--- src/rtl/if_fetch.sv ---
// Instruction-fetch stage with IF/ID register, MIPS delay-slot branch redirect and flush.
// Optional macro FETCH_ADEL_EN: misaligned PCs produce an address-error entry instead of a fetch.
module if_fetch #(
    parameter logic [31:0] RESET_PC = 32'hBFC0_0000
) (
    input  logic        clk,
    input  logic        rst,
    input  logic        stall_i,
    input  logic        branch_flag_i,
    input  logic [31:0] branch_target_address_i,
    input  logic        flush_i,
    input  logic [31:0] new_pc_i,
    output logic        inst_req_o,
    output logic [31:0] inst_addr_o,
    input  logic        inst_ack_i,
    input  logic [31:0] inst_rdata_i,
    output logic [31:0] pc_o,
    output logic [31:0] inst_o,
    output logic        valid_o,
    output logic        adel_o
);
    localparam logic [1:0] ST_IDLE = 2'd0;
    localparam logic [1:0] ST_REQ  = 2'd1;
    localparam logic [1:0] ST_HOLD = 2'd2;

    logic [1:0]  state_r, state_s;
    logic [31:0] pc_r, pc_s;
    logic        redir_pend_r, redir_pend_s;
    logic [31:0] redir_pc_r, redir_pc_s;
    logic        drop_r, drop_s;
    logic        hb_valid_r, hb_valid_s;
    logic [31:0] hb_pc_r, hb_pc_s;
    logic [31:0] hb_inst_r, hb_inst_s;
    logic        hb_adel_r, hb_adel_s;
    logic        valid_r, valid_s;
    logic [31:0] pc_out_r, pc_out_s;
    logic [31:0] inst_r, inst_s;
    logic        adel_r, adel_s;

    logic        in_req_s;
    logic        req_s;
    logic        fetch_done_s;
    logic [31:0] fetch_inst_s;
    logic        fetch_adel_s;
    logic        consume_s;
    logic        slot_free_s;
    logic        branch_acc_s;
    logic [31:0] pc_adv_s;

    assign in_req_s = (state_r == ST_REQ);

`ifdef FETCH_ADEL_EN
    logic misalign_s;
    assign misalign_s   = (pc_r[1:0] != 2'b00);
    // While a dropped request is still outstanding the bus must see it through to its ack.
    assign req_s        = in_req_s && (drop_r || !misalign_s);
    assign fetch_done_s = in_req_s && !drop_r && (misalign_s || inst_ack_i);
    assign fetch_inst_s = misalign_s ? 32'h0000_0000 : inst_rdata_i;
    assign fetch_adel_s = misalign_s;
    assign inst_addr_o  = pc_r;
`else
    assign req_s        = in_req_s;
    assign fetch_done_s = in_req_s && !drop_r && inst_ack_i;
    assign fetch_inst_s = inst_rdata_i;
    assign fetch_adel_s = 1'b0;
    assign inst_addr_o  = {pc_r[31:2], 2'b00};
`endif

    assign consume_s    = valid_r && !stall_i;
    assign slot_free_s  = !valid_r || !stall_i;
    assign branch_acc_s = consume_s && branch_flag_i;
    assign pc_adv_s     = redir_pend_r ? redir_pc_r : (pc_r + 32'd4);

    assign inst_req_o = req_s;
    assign pc_o       = pc_out_r;
    assign inst_o     = inst_r;
    assign valid_o    = valid_r;
    assign adel_o     = adel_r;

    // Next-state computation for the fetch FSM, PC, redirect, hold buffer and IF/ID.
    always_comb begin
        state_s      = state_r;
        pc_s         = pc_r;
        redir_pend_s = redir_pend_r;
        redir_pc_s   = redir_pc_r;
        drop_s       = drop_r;
        hb_valid_s   = hb_valid_r;
        hb_pc_s      = hb_pc_r;
        hb_inst_s    = hb_inst_r;
        hb_adel_s    = hb_adel_r;
        pc_out_s     = pc_out_r;
        if (consume_s) begin
            valid_s = 1'b0;
            inst_s  = 32'h0000_0000;
            adel_s  = 1'b0;
        end else begin
            valid_s = valid_r;
            inst_s  = inst_r;
            adel_s  = adel_r;
        end

        if (flush_i) begin
            pc_s         = new_pc_i;
            valid_s      = 1'b0;
            inst_s       = 32'h0000_0000;
            adel_s       = 1'b0;
            hb_valid_s   = 1'b0;
            redir_pend_s = 1'b0;
            state_s      = ST_REQ;
            drop_s       = req_s && !inst_ack_i;
        end else begin
            case (state_r)
                ST_IDLE: begin
                    state_s = ST_REQ;
                end
                ST_REQ: begin
                    drop_s = drop_r && !inst_ack_i;
                    if (fetch_done_s) begin
                        // A branch accepted now makes this word its delay slot: jump straight on.
                        pc_s         = branch_acc_s ? branch_target_address_i : pc_adv_s;
                        redir_pend_s = 1'b0;
                        if (slot_free_s) begin
                            valid_s  = 1'b1;
                            pc_out_s = pc_r;
                            inst_s   = fetch_inst_s;
                            adel_s   = fetch_adel_s;
                        end else begin
                            hb_valid_s = 1'b1;
                            hb_pc_s    = pc_r;
                            hb_inst_s  = fetch_inst_s;
                            hb_adel_s  = fetch_adel_s;
                            state_s    = ST_HOLD;
                        end
                    end else if (branch_acc_s) begin
                        redir_pend_s = 1'b1;
                        redir_pc_s   = branch_target_address_i;
                    end else begin
                        redir_pend_s = redir_pend_r;
                    end
                end
                ST_HOLD: begin
                    if (!stall_i) begin
                        valid_s    = hb_valid_r;
                        pc_out_s   = hb_pc_r;
                        inst_s     = hb_inst_r;
                        adel_s     = hb_adel_r;
                        hb_valid_s = 1'b0;
                        state_s    = ST_REQ;
                    end else begin
                        state_s = ST_HOLD;
                    end
                    // The held word is the delay slot, so the target replaces pc at once.
                    if (branch_acc_s) begin
                        pc_s = branch_target_address_i;
                    end else begin
                        pc_s = pc_r;
                    end
                end
                default: begin
                    state_s = ST_IDLE;
                end
            endcase
        end
    end

    // State registers with synchronous reset.
    always_ff @(posedge clk) begin
        if (rst) begin
            state_r      <= ST_IDLE;
            pc_r         <= RESET_PC;
            redir_pend_r <= 1'b0;
            redir_pc_r   <= 32'h0000_0000;
            drop_r       <= 1'b0;
            hb_valid_r   <= 1'b0;
            hb_pc_r      <= 32'h0000_0000;
            hb_inst_r    <= 32'h0000_0000;
            hb_adel_r    <= 1'b0;
            valid_r      <= 1'b0;
            pc_out_r     <= 32'h0000_0000;
            inst_r       <= 32'h0000_0000;
            adel_r       <= 1'b0;
        end else begin
            state_r      <= state_s;
            pc_r         <= pc_s;
            redir_pend_r <= redir_pend_s;
            redir_pc_r   <= redir_pc_s;
            drop_r       <= drop_s;
            hb_valid_r   <= hb_valid_s;
            hb_pc_r      <= hb_pc_s;
            hb_inst_r    <= hb_inst_s;
            hb_adel_r    <= hb_adel_s;
            valid_r      <= valid_s;
            pc_out_r     <= pc_out_s;
            inst_r       <= inst_s;
            adel_r       <= adel_s;
        end
    end
endmodule

--- config.mk ---
export PLATFORM = sky130hd
export DESIGN_NAME = if_fetch
export DESIGN_NICKNAME = d
export VERILOG_FILES = /design/src/rtl/if_fetch.sv
export SDC_FILE = /design/constraint.sdc
export NUM_CORES = 1
export LEC_CHECK = 0
export CAP_MARGIN = 20
export CELL_PAD_IN_SITES_DETAIL_PLACEMENT = 0
export CELL_PAD_IN_SITES_GLOBAL_PLACEMENT = 2
export CORE_ASPECT_RATIO = 0.6
export CORE_UTILIZATION = 37
export DETAILED_ROUTE_END_ITERATION = 10
export DONT_BUFFER_PORTS = 1
export HOLD_SLACK_MARGIN = 0.05
export PLACE_DENSITY_LB_ADDON = 0.1
export SLEW_MARGIN = 20
export SYNTH_ARGS = -nofsm -noshare
export SYNTH_HDL_FRONTEND = slang
export SYNTH_SLANG_ARGS = --single-unit
--- constraint.sdc ---
create_clock -name clk -period 2.57 [get_ports clk]
set_input_delay 0.514 -clock clk [delete_from_list [all_inputs] [get_ports clk]]
set_output_delay 0.514 -clock clk [all_outputs]
set_load 0.03 [all_outputs]
== Word level (Yosys, flattened, before mapping) ==
Index checks and enable logic that the tools add are counted.
Widths: inputs -> output; s select.
Storage, ports and cells
  flip-flop bits (word level): 199
  input bits: 102
Operators by class
  add/subtract/negate cells: 1
  eq/ne operators: 9
  multiplexer cells: 38
  bitwise operators: 3
  reductions and logical operators: 25
Operator list (count)
  $mux 32: 12
  $pmux 32 s2: 3
  $add 32x3->32 const B: 1
  $mux 1: 16
  $reduce_and 4->1: 3
  $logic_and 1x1->1: 6
  $mux 2: 3
  $ne 3x3->1 const B: 2
  $pmux 1 s2: 3
  $pmux 2 s3: 1
  $reduce_and 2->1: 3
  $reduce_bool 2->1: 3
  $reduce_and 5->1: 1
  $logic_not 1->1: 4
  $ne 2x1->1 const B: 2
  $ne 2x2->1 const B: 2
  $ne 3x2->1 const B: 1
  $not 1->1: 3
  $reduce_and 3->1: 1
  $reduce_bool 3->1: 1
  $eq 2x1->1 const B: 1
  $eq 2x2->1 const B: 1
  $logic_not 2->1: 1
  $reduce_or 2->1: 1
  $logic_or 1x1->1: 1

== Logic depth before layout (Yosys ltp) ==
Gate-level depths: netlist of run 1.
  word-level depth: 7
  depth in mapped cells: 9

== Worst setup path before layout of run 1 ==
No wires, ideal clock.
  kind: flip-flop to flip-flop
  start: register state_r[1]
  end: register pc_r[27]
  library setup time: 79 ps
  arrival time: 2072 ps
  data required time: 2491 ps
  slack: 419 ps
  cell stages (with the launch flop): 8
  buffers on the path: 0
  cell sequence: dfxtp_1 > inv_1 > ha_1 > nand3b_1 > a22oi_4 > nor2_2 > or4_1 > o211ai_1
On the way
  cells in the longest elaborated chain, start to end: 5
  elaborated cells between the ends (all ways): 10
  classes of those cells: 4 x eq/ne; 2 x mux; 4 x reduce/logical
RTL lines
  start, declared: line 26  | logic [1:0] state_r, state_s;
  start signal, assigned: line 183  | state_r <= state_s;
  $eq 2x1->1 *: line 50  | assign in_req_s = (state_r == ST_REQ);
  via inst_req_o: line 13  | output logic inst_req_o,
  $logic_and 1x1->1 (2 in series): line 63  | assign fetch_done_s = in_req_s && !drop_r && inst_ack_i;
  $ne 3x2->1 (no line)
  $reduce_and 3->1 (no line)
  end signal, assigned: line 184  | pc_r <= pc_s;
  end, declared: line 27  | logic [31:0] pc_r, pc_s;
The timed path passes the listed nets; every way through them passes the cells marked *.
A chain may end at the register's enable or synchronous reset.

== Worst setup path after layout of run 1 ==
  start: register state_r[1]
  end: register pc_out_r[17], in the netlist pc_o[17]
On the way
  cells in the longest elaborated chain, start to end: 5
  elaborated cells between the ends (all ways): 10
  classes of those cells: 5 x eq/ne; 1 x mux; 4 x reduce/logical
RTL lines
  $eq 2x1->1: line 50, 112
  $logic_and 1x1->1 (2 in series): line 63
  $ne 2x1->1 (no line)
  $reduce_and 5->1 (no line)
  end signal, assigned: line 193  | pc_out_r <= pc_out_s;
  end, declared: line 36  | logic [31:0] pc_out_r, pc_out_s;
Parallel ways exist; a longest one is shown, timed or not.

==> impl_results.html, run 1 <==
<table>
<tr><th>Metric</th><th>Value</th></tr>
<tr><th colspan="2">Clock network</th></tr>
<tr><td>Cell chosen for the clock root</td><td>sky130_fd_sc_hd__clkbuf_16</td></tr>
<tr><td>Clock tree from TritonCTS</td><td>done</td></tr>
<tr><td>Clock-pin transition on the worst setup and hold timing paths</td><td>0.08 ns</td></tr>
<tr><td># clock sinks</td><td>199</td></tr>
<tr><td>Resized Gates After CTS</td><td>0</td></tr>
<tr><td>H-tree lvl count</td><td>4</td></tr>
<tr><td>Number of buffers inserted by post-CTS setup repair</td><td>0</td></tr>
<tr><td>Clk Latency, worst-skew pair</td><td>0.45 ns</td></tr>
<tr><td>TritonCTS Buffers</td><td>17</td></tr>
<tr><td>Post-CTS Hold Fix Bufs</td><td>0</td></tr>
<tr><td>Maximum buffer depth of the clock tree</td><td>2</td></tr>
<tr><th colspan="2">Synthesis</th></tr>
<tr><td>Cell with the most instances after synthesis</td><td>sky130_fd_sc_hd__nand2_1</td></tr>
<tr><td>Flop and latch count out of synthesis</td><td>199</td></tr>
<tr><td>Cell count after synthesis</td><td>1222</td></tr>
<tr><td>Predominant post-synthesis flop cell</td><td>sky130_fd_sc_hd__dfxtp_1</td></tr>
<tr><td>Number of enable-type register cells in the synthesized netlist</td><td>0</td></tr>
<tr><td>Distinct cell type count of the synthesized netlist</td><td>75</td></tr>
<tr><td>Share of async-settable or async-resettable flops after synthesis</td><td>0%</td></tr>
<tr><td>Cell type with the largest total area after synthesis</td><td>sky130_fd_sc_hd__dfxtp_1</td></tr>
<tr><td>Portion of synthesized cell area occupied by the leading cell type</td><td>40.7%</td></tr>
<tr><td>Dominant cells by area after synthesis</td><td>sky130_fd_sc_hd__dfxtp_1, sky130_fd_sc_hd__nand2_1, sky130_fd_sc_hd__a21oi_1</td></tr>
<tr><td>Post-Synthesis Mean Instance Area</td><td>8.01 um2</td></tr>
<tr><td>Register area share after synthesis</td><td>40.7%</td></tr>
<tr><td>Cell area after technology mapping</td><td>9780 um2</td></tr>
<tr><td>Yosys warnings</td><td>0</td></tr>
<tr><td>Synth top cells by count</td><td>sky130_fd_sc_hd__nand2_1, sky130_fd_sc_hd__dfxtp_1, sky130_fd_sc_hd__a21oi_1</td></tr>
<tr><th colspan="2">Power</th></tr>
<tr><td>Power Dens Cells</td><td>638 nW/um2</td></tr>
<tr><td>Maximum vdd drop</td><td>0.351 mV</td></tr>
<tr><td>Post-layout total power</td><td>between 6 and 7 mW</td></tr>
<tr><td>Leak Pwr</td><td>roughly 3.6 nW</td></tr>
<tr><th colspan="2">Timing</th></tr>
<tr><td>WHS</td><td>0.128 ns</td></tr>
<tr><td>Relative slew slack</td><td>44.5%</td></tr>
<tr><td>Period utilisation layout</td><td>88.7%</td></tr>
<tr><td>Shortest clock period the worst path allows after layout</td><td>2.28 ns</td></tr>
<tr><td>Sum Neg Setup Slack</td><td>0 ns</td></tr>
<tr><td>Setup violation total in the final timing report</td><td>0</td></tr>
<tr><td>Setup repair after global routing missed its margin</td><td>no</td></tr>
<tr><td>Worst clock skew</td><td>0.0124 ns</td></tr>
<tr><td>Number of endpoints with negative hold slack in the final report</td><td>0</td></tr>
<tr><td>Slew Viols, Final</td><td>0</td></tr>
<tr><td>Maximum achievable frequency</td><td>0.439 GHz</td></tr>
<tr><td>Transition time at the pin with the least slew margin</td><td>0.832 ns</td></tr>
<tr><th colspan="2">Global routing</th></tr>
<tr><td>Number of global-route vias before repair</td><td>8016</td></tr>
<tr><td>GRT Util Overall</td><td>approximately a quarter</td></tr>
<tr><td>Initial antenna violation count</td><td>2</td></tr>
<tr><td>First-pass GRT wire length</td><td>51400 um</td></tr>
<tr><td>Largest net degree at the start of global routing</td><td>160</td></tr>
<tr><td>Overflow after GRT</td><td>0</td></tr>
<tr><th colspan="2">Run</th></tr>
<tr><td>Maxcap violations</td><td>0</td></tr>
<tr><th colspan="2">Hold path</th></tr>
<tr><td>Min-Delay Path Class</td><td>input pin to register</td></tr>
<tr><th colspan="2">Floorplan</th></tr>
<tr><td>Boundary pin count</td><td>201</td></tr>
<tr><td>Core Box Area</td><td>25600 um2</td></tr>
<tr><td>Die Footprint</td><td>~27000 um2</td></tr>
<tr><td>Width of the chip</td><td>212 um</td></tr>
<tr><td>Die Span Y</td><td>128 um</td></tr>
<tr><td>Initial standard-cell utilization of the core</td><td>between 30% and 40%</td></tr>
<tr><td>Number of placement rows</td><td>45</td></tr>
<tr><th colspan="2">Drt</th></tr>
<tr><td>Final wirelength</td><td>34100 um</td></tr>
<tr><td>Routed wirelength normalized by instance count</td><td>22.2 um</td></tr>
<tr><td>Antenna-violating nets left</td><td>0</td></tr>
<tr><td>First DRT Iteration DRCs</td><td>704</td></tr>
<tr><td>Residual DRC</td><td>0</td></tr>
<tr><td>Total number of vias</td><td>8575</td></tr>
<tr><td>Via density per instance</td><td>5.58</td></tr>
<tr><td>TritonRoute pass-1 iters</td><td>7</td></tr>
<tr><th colspan="2">Setup path</th></tr>
<tr><td>Crit Path Class</td><td>register to register</td></tr>
<tr><td>CP required</td><td>2.93 ns</td></tr>
<tr><td>Endpoint arrival time on the critical path</td><td>2.64 ns</td></tr>
<tr><td>Critical path capture point type</td><td>register</td></tr>
<tr><td>Largest fanout on the critical path</td><td>44</td></tr>
<tr><td>Worst setup SP type</td><td>register</td></tr>
<tr><th colspan="2">Place</th></tr>
<tr><td># port buffers</td><td>0</td></tr>
<tr><td>Final weighted congestion of routability-driven global placement</td><td>approximately 0.86</td></tr>
<tr><td>HPWL Detailed</td><td>23600 um</td></tr>
<tr><th colspan="2">Layout</th></tr>
<tr><td>Filler cell count in the final layout</td><td>2642</td></tr>
<tr><td>Number of nets at the end of the flow</td><td>1280</td></tr>
<tr><td>Layout cells sized above 1</td><td>10.6%</td></tr>
<tr><td>Syn-to-layout area delta</td><td>9.14%</td></tr>
<tr><th colspan="2">Status</th></tr>
<tr><td>Run status</td><td>finished, final reports clean</td></tr>
</table>
## critical path, stage by stage, from the launching register on
cell and delay, ns:
sky130_fd_sc_hd__dfxtp_1 0.37, sky130_fd_sc_hd__inv_1 0.10, sky130_fd_sc_hd__ha_1 0.18, sky130_fd_sc_hd__buf_4 0.25
sky130_fd_sc_hd__and3b_1 0.21, sky130_fd_sc_hd__nand2_1 0.12, sky130_fd_sc_hd__a221oi_4 0.38, sky130_fd_sc_hd__buf_12 0.26
sky130_fd_sc_hd__nor2_1 0.06, sky130_fd_sc_hd__a211oi_1 0.22
## through the flow
step           setup WS (ns)  std cells  util [%]  cell area, um2
4_1_cts                0.288       1536      41.7           10700
6_report               0.292       1538      41.7           10700
2_1_floorplan          0.419       1223         -            9790
3_3_place_gp           0.298       1506      39.5           10100
3_5_place_dp           0.290       1506      39.5           10100
5_1_grt               0.0423       1538      41.7           10700
## flip-flops by register name (all words and copies together) (netlist names)
name,flops
pc_r,32
redir_pend_r,1
valid_o,1
hb_inst_r,32
drop_r,1
hb_pc_r,32
inst_o,32
state_r,2
redir_pc_r,32
pc_o,32
adel_o,1
hb_valid_r,1
## metal layers
| metal | GRT usage (%) | vias up | part of all wire (%) |
|---|---|---|---|
| li1 | - | 4230 | - |
| met1 | 38.9 | 4083 | 52 |
| met2 | 33.9 | 243 | 40 |
| met3 | 6.64 | 19 | 7.1 |
| met4 | 6.99 | 0 | 1.1 |
| met5 | 0 | - | 0 |
## cell type report
cell class / instances / area, um2 / area share, %
diodes: 2 / 5.00 / 0.0469
clock buffers: 24 / 512 / 4.79
clock inverters: 6 / 42.5 / 0.398
inverters: 13 / 48.8 / 0.457
multi-input cells: 869 / 5050 / 47.3
flip-flops and latches: 199 / 3980 / 37.3
well taps: 352 / 440 / 4.12
repair buffers: 73 / 598 / 5.60
## kinds of logic (layout without fill, tap and decap cells)
group           Yosys count  in the layout  synth area share (%)
mux                      50             50                  5.13
xor+xnor                 11             11                 0.985
buf+inv                 155            116                  8.01
flops                   199            199                  40.7
simple gates            449            449                  20.6
fa+ha+maj                 5              5                 0.639
compound gates          352            352                  23.9
other cells               1              4                0.0383
## path summary, 6_finish.rpt
kind,startpoint,to,slack [ns],cells past startpoint
worst min-delay path,rst,redir_pc_r[10],0.13,1
worst max-delay path,state_r[1],pc_o[17],0.29,9
worst max register to register,state_r[1],pc_o[17],0.29,9
worst min register to register,redir_pc_r[14],redir_pc_r[14],0.45,2
## placed cells by master, fill, tap and decap left out, types with 6 or more instances in the layout
| master | synthesis | layout |
|---|---|---|
| sky130_fd_sc_hd__nand4_1 | 11 | 11 |
| sky130_fd_sc_hd__and3_1 | 10 | 10 |
| sky130_fd_sc_hd__buf_4 | 35 | 69 |
| sky130_fd_sc_hd__a22oi_1 | 23 | 23 |
| sky130_fd_sc_hd__mux2i_1 | 49 | 49 |
| sky130_fd_sc_hd__nor3_1 | 27 | 27 |
| sky130_fd_sc_hd__dfxtp_1 | 199 | 199 |
| sky130_fd_sc_hd__clkbuf_8 | 0 | 6 |
| sky130_fd_sc_hd__a221oi_1 | 14 | 14 |
| sky130_fd_sc_hd__xnor2_1 | 6 | 6 |
| sky130_fd_sc_hd__o22ai_1 | 8 | 8 |
| sky130_fd_sc_hd__nand3_1 | 23 | 23 |
| sky130_fd_sc_hd__nand2b_1 | 10 | 10 |
| sky130_fd_sc_hd__inv_1 | 11 | 11 |
| sky130_fd_sc_hd__nor2_1 | 86 | 86 |
| sky130_fd_sc_hd__a21oi_1 | 130 | 129 |
| sky130_fd_sc_hd__o211ai_1 | 13 | 13 |
| sky130_fd_sc_hd__a31oi_1 | 11 | 11 |
| sky130_fd_sc_hd__clkbuf_16 | 0 | 17 |
| sky130_fd_sc_hd__nand2_1 | 243 | 242 |
| sky130_fd_sc_hd__a211oi_1 | 35 | 35 |
| sky130_fd_sc_hd__a22o_1 | 22 | 22 |
| sky130_fd_sc_hd__o21ai_0 | 42 | 42 |
## power breakdown
group / internal, mW / switching [mW] / leakage, nW
combinational: 0.307 / 0.540 / 1.71
sequential: 3.17 / 0.200 / 1.61
clock: 1.38 / 1.21 / 0.270
Power figures use the tool's default switching activity.
==> run 2: changes to the inputs <==
--- a/config.mk
+++ b/config.mk
@@ -8,7 +8,7 @@
 export CAP_MARGIN = 20
 export CELL_PAD_IN_SITES_DETAIL_PLACEMENT = 0
 export CELL_PAD_IN_SITES_GLOBAL_PLACEMENT = 2
-export CORE_ASPECT_RATIO = 0.6
+export CORE_ASPECT_RATIO = 0.7
 export CORE_UTILIZATION = 37
 export DETAILED_ROUTE_END_ITERATION = 10
 export DONT_BUFFER_PORTS = 1
==> impl_results.html, run 2 (synthesized netlist as in run 1, its figures left out) <==
<table>
<tr><th>Metric</th><th>Value</th></tr>
<tr><th colspan="2">Timing</th></tr>
<tr><td>Relative slew slack</td><td>56.8%</td></tr>
<tr><td>Slew Viols, Final</td><td>0</td></tr>
<tr><td>Transition time at the pin with the least slew margin</td><td>0.647 ns</td></tr>
<tr><td>Setup repair after global routing missed its margin</td><td>no</td></tr>
<tr><td>Sum Neg Setup Slack</td><td>0 ns</td></tr>
<tr><td>Maximum achievable frequency</td><td>0.417 GHz</td></tr>
<tr><td>Shortest clock period the worst path allows after layout</td><td>2.40 ns</td></tr>
<tr><td>Worst clock skew</td><td>0.00967 ns</td></tr>
<tr><td>Number of endpoints with negative hold slack in the final report</td><td>0</td></tr>
<tr><td>Setup violation total in the final timing report</td><td>0</td></tr>
<tr><td>Period utilisation layout</td><td>between 90 and 100%</td></tr>
<tr><th colspan="2">Clock network</th></tr>
<tr><td>H-tree lvl count</td><td>4</td></tr>
<tr><td>Maximum buffer depth of the clock tree</td><td>2</td></tr>
<tr><td>Clock-pin transition on the worst setup and hold timing paths</td><td>0.07 ns</td></tr>
<tr><td>Clk Latency, worst-skew pair</td><td>0.44 ns</td></tr>
<tr><td>Cell chosen for the clock root</td><td>sky130_fd_sc_hd__clkbuf_16</td></tr>
<tr><td># clock sinks</td><td>199</td></tr>
<tr><td>Post-CTS Hold Fix Bufs</td><td>0</td></tr>
<tr><td>Clock tree from TritonCTS</td><td>done</td></tr>
<tr><td>TritonCTS Buffers</td><td>17</td></tr>
<tr><th colspan="2">Floorplan</th></tr>
<tr><td>Boundary pin count</td><td>201</td></tr>
<tr><td>Die Footprint</td><td>27100 um2</td></tr>
<tr><td>Initial standard-cell utilization of the core</td><td>37.9%</td></tr>
<tr><td>Width of the chip</td><td>196 um</td></tr>
<tr><td>Die Span Y</td><td>138 um</td></tr>
<tr><td>Number of placement rows</td><td>49</td></tr>
<tr><td>Core Box Area</td><td>about 26000 um2</td></tr>
<tr><th colspan="2">Status</th></tr>
<tr><td>Run status</td><td>finished, final reports clean</td></tr>
<tr><th colspan="2">Power</th></tr>
<tr><td>Leak Pwr</td><td>3.57 nW</td></tr>
<tr><td>Switching power share of the total</td><td>28.3%</td></tr>
<tr><td>Power Dens Cells</td><td>646 nW/um2</td></tr>
<tr><td>Sequential Power Share</td><td>between 40% and 50%</td></tr>
<tr><td>Internal Power</td><td>4.95 mW</td></tr>
<tr><td>Clock share of power</td><td>about 39%</td></tr>
<tr><td>Net load switching power</td><td>1.95 mW</td></tr>
<tr><td>Maximum vdd drop</td><td>roughly 0.47 mV</td></tr>
<tr><td>Combinational share of power</td><td>12.5%</td></tr>
<tr><th colspan="2">Place</th></tr>
<tr><td>HPWL Detailed</td><td>22700 um</td></tr>
<tr><td>Final weighted congestion of routability-driven global placement</td><td>0.825</td></tr>
<tr><td>Number of placed cells counting well taps</td><td>1499</td></tr>
<tr><td># port buffers</td><td>0</td></tr>
<tr><th colspan="2">Global routing</th></tr>
<tr><td>Largest net degree at the start of global routing</td><td>160</td></tr>
<tr><td>GRT Util Overall</td><td>25.3%</td></tr>
<tr><td>First-pass GRT wire length</td><td>52900 um</td></tr>
<tr><td>Initial antenna violation count</td><td>0</td></tr>
<tr><td>Overflow after GRT</td><td>0</td></tr>
<tr><td>Number of global-route vias before repair</td><td>8475</td></tr>
<tr><th colspan="2">Run</th></tr>
<tr><td>Maxcap violations</td><td>0</td></tr>
<tr><th colspan="2">Layout</th></tr>
<tr><td>Flip-flop and latch area</td><td>3980 um2</td></tr>
<tr><td>Commonest cells after routing, fill and taps aside</td><td>sky130_fd_sc_hd__nand2_1, sky130_fd_sc_hd__dfxtp_1, sky130_fd_sc_hd__a21oi_1</td></tr>
<tr><td>Multi-input logic area</td><td>5050 um2</td></tr>
<tr><td>Non-filler cells in the finished layout</td><td>about 1.5k</td></tr>
<tr><td>Layout cells sized above 1</td><td>10.0%</td></tr>
<tr><td>Syn-to-layout area delta</td><td>9.14%</td></tr>
<tr><td>Number of nets at the end of the flow</td><td>1273</td></tr>
<tr><td>Filler cell count in the final layout</td><td>2654</td></tr>
<tr><td>Antenna Diode Count</td><td>0</td></tr>
<tr><td>Most common cell after layout, fill and taps aside</td><td>sky130_fd_sc_hd__nand2_1</td></tr>
<tr><th colspan="2">Setup path</th></tr>
<tr><td>Cell family contributing the most delay on the critical path</td><td>buffers and inverters</td></tr>
<tr><td>Critical path capture point type</td><td>register</td></tr>
<tr><td>Most common cell type on the critical path</td><td>sky130_fd_sc_hd__buf_4</td></tr>
<tr><td>Cell breakdown of the critical path</td><td>inv_1 &gt; ha_1 &gt; buf_4 &gt; and3b_1 &gt; nand2_1 &gt; a221oi_4 &gt; buf_4 &gt; buf_8 &gt; a211oi_1</td></tr>
<tr><td>CP required</td><td>around 2.9 ns</td></tr>
<tr><td>Largest stage delay, worst path</td><td>roughly 0.36 ns</td></tr>
<tr><td>Combined buffer and inverter count along the critical path</td><td>4</td></tr>
<tr><td>Critical-path top delay cell</td><td>sky130_fd_sc_hd__dfxtp_1</td></tr>
<tr><td>Largest fanout on the critical path</td><td>32</td></tr>
<tr><td>Crit Path Class</td><td>register to register</td></tr>
<tr><td>Worst setup SP type</td><td>register</td></tr>
<tr><td>Endpoint arrival time on the critical path</td><td>~2.7 ns</td></tr>
<tr><th colspan="2">Drt</th></tr>
<tr><td>Residual DRC</td><td>0</td></tr>
<tr><td>Total number of vias</td><td>8631</td></tr>
<tr><td>Via density per instance</td><td>5.63</td></tr>
<tr><td>Final wirelength</td><td>34100 um</td></tr>
<tr><td>First DRT Iteration DRCs</td><td>about 690</td></tr>
<tr><td>Antenna-violating nets left</td><td>0</td></tr>
<tr><td>Routed wirelength normalized by instance count</td><td>between 20 and 25 um</td></tr>
<tr><td>TritonRoute pass-1 iters</td><td>5</td></tr>
<tr><th colspan="2">Hold path</th></tr>
<tr><td>Min-Delay Path Class</td><td>input pin to register</td></tr>
</table>
## run 2: changes by cell type in the layout (fill, tap and decap cells not counted)
cell                         previous run  this run
sky130_fd_sc_hd__clkinv_2               2         1
sky130_fd_sc_hd__buf_4                 69        59
sky130_fd_sc_hd__clkinvlp_4             2         3
sky130_fd_sc_hd__clkbuf_1               1         2
sky130_fd_sc_hd__inv_6                  0         1
sky130_fd_sc_hd__bufinv_16              0         1
sky130_fd_sc_hd__diode_2                2         0
sky130_fd_sc_hd__clkbuf_8               6         5
sky130_fd_sc_hd__clkinv_4               2         0
sky130_fd_sc_hd__buf_12                 4         5
sky130_fd_sc_hd__buf_8                  0         1
sky130_fd_sc_hd__clkbuf_16             17        18
## run 2: final timing paths
| path | startpoint | endpoint | slack [ns] | cells past startpoint |
|---|---|---|---|---|
| hold reg to reg | hb_inst_r[21] | hb_inst_r[21] | 0.45 | 2 |
| hold / removal | rst | hb_inst_r[12] | 0.16 | 1 |
| setup / recovery | state_r[1] | pc_o[0] | 0.17 | 9 |
| setup reg to reg | state_r[1] | pc_o[0] | 0.17 | 9 |
## run 2: power groups by stage
| stage | Sequential [mW] | Combinational (mW) | Clock (mW) |
|---|---|---|---|
| 5_1_grt | 3.38 | 0.948 | 2.88 |
| 6_report | 3.37 | 0.859 | 2.67 |
| 3_3_place_gp | 3.44 | 0.838 | 0 |
| 4_1_cts | 3.37 | 0.839 | 2.75 |
| 3_5_place_dp | 3.44 | 0.837 | 0 |
| 2_1_floorplan | 3.40 | 0.710 | 0 |
## run 2: area by class of cell
cell class              instances  share of cell area, %
clock buffers                  24                   4.70
clock inverters                 6                  0.621
inverters                      13                  0.457
multi-input cells             869                   47.3
flip-flops and latches        199                   37.3
well taps                     357                   4.18
repair buffers                 66                   5.46
## run 2: metal layers
metal / vias to the layer above / part of all wire [%] / track usage [%]
met5: - / 0 / 0
met4: 0 / 1.2 / 6.04
met3: 23 / 7.9 / 6.15
met2: 282 / 41 / 35.2
met1: 4134 / 50 / 38.5
li1: 4192 / - / -
## run 2: through the flow
stage / power, mW / cell area (um2) / util (%) / hold slack, ns / worst slack, ns
after global placement: 4.28 / 10100 / 39.0 / 0.434 / 0.282
after detailed placement: 4.28 / 10100 / 39.0 / 0.439 / 0.166
after global routing: 7.21 / 10700 / 41.4 / 0.122 / 0.00834
after CTS: 6.96 / 10600 / 41.2 / 0.127 / 0.153
after floorplan: 4.11 / 9790 / - / 0.431 / 0.419
final: 6.90 / 10700 / 41.4 / 0.158 / 0.169
## run 2: timing repair
action                                 4_1_cts  5_1_grt
gates resized for setup                      0        2
endpoints found under the hold margin        0        0
setup buffers                                0        4
setup endpoints to repair                    0        3
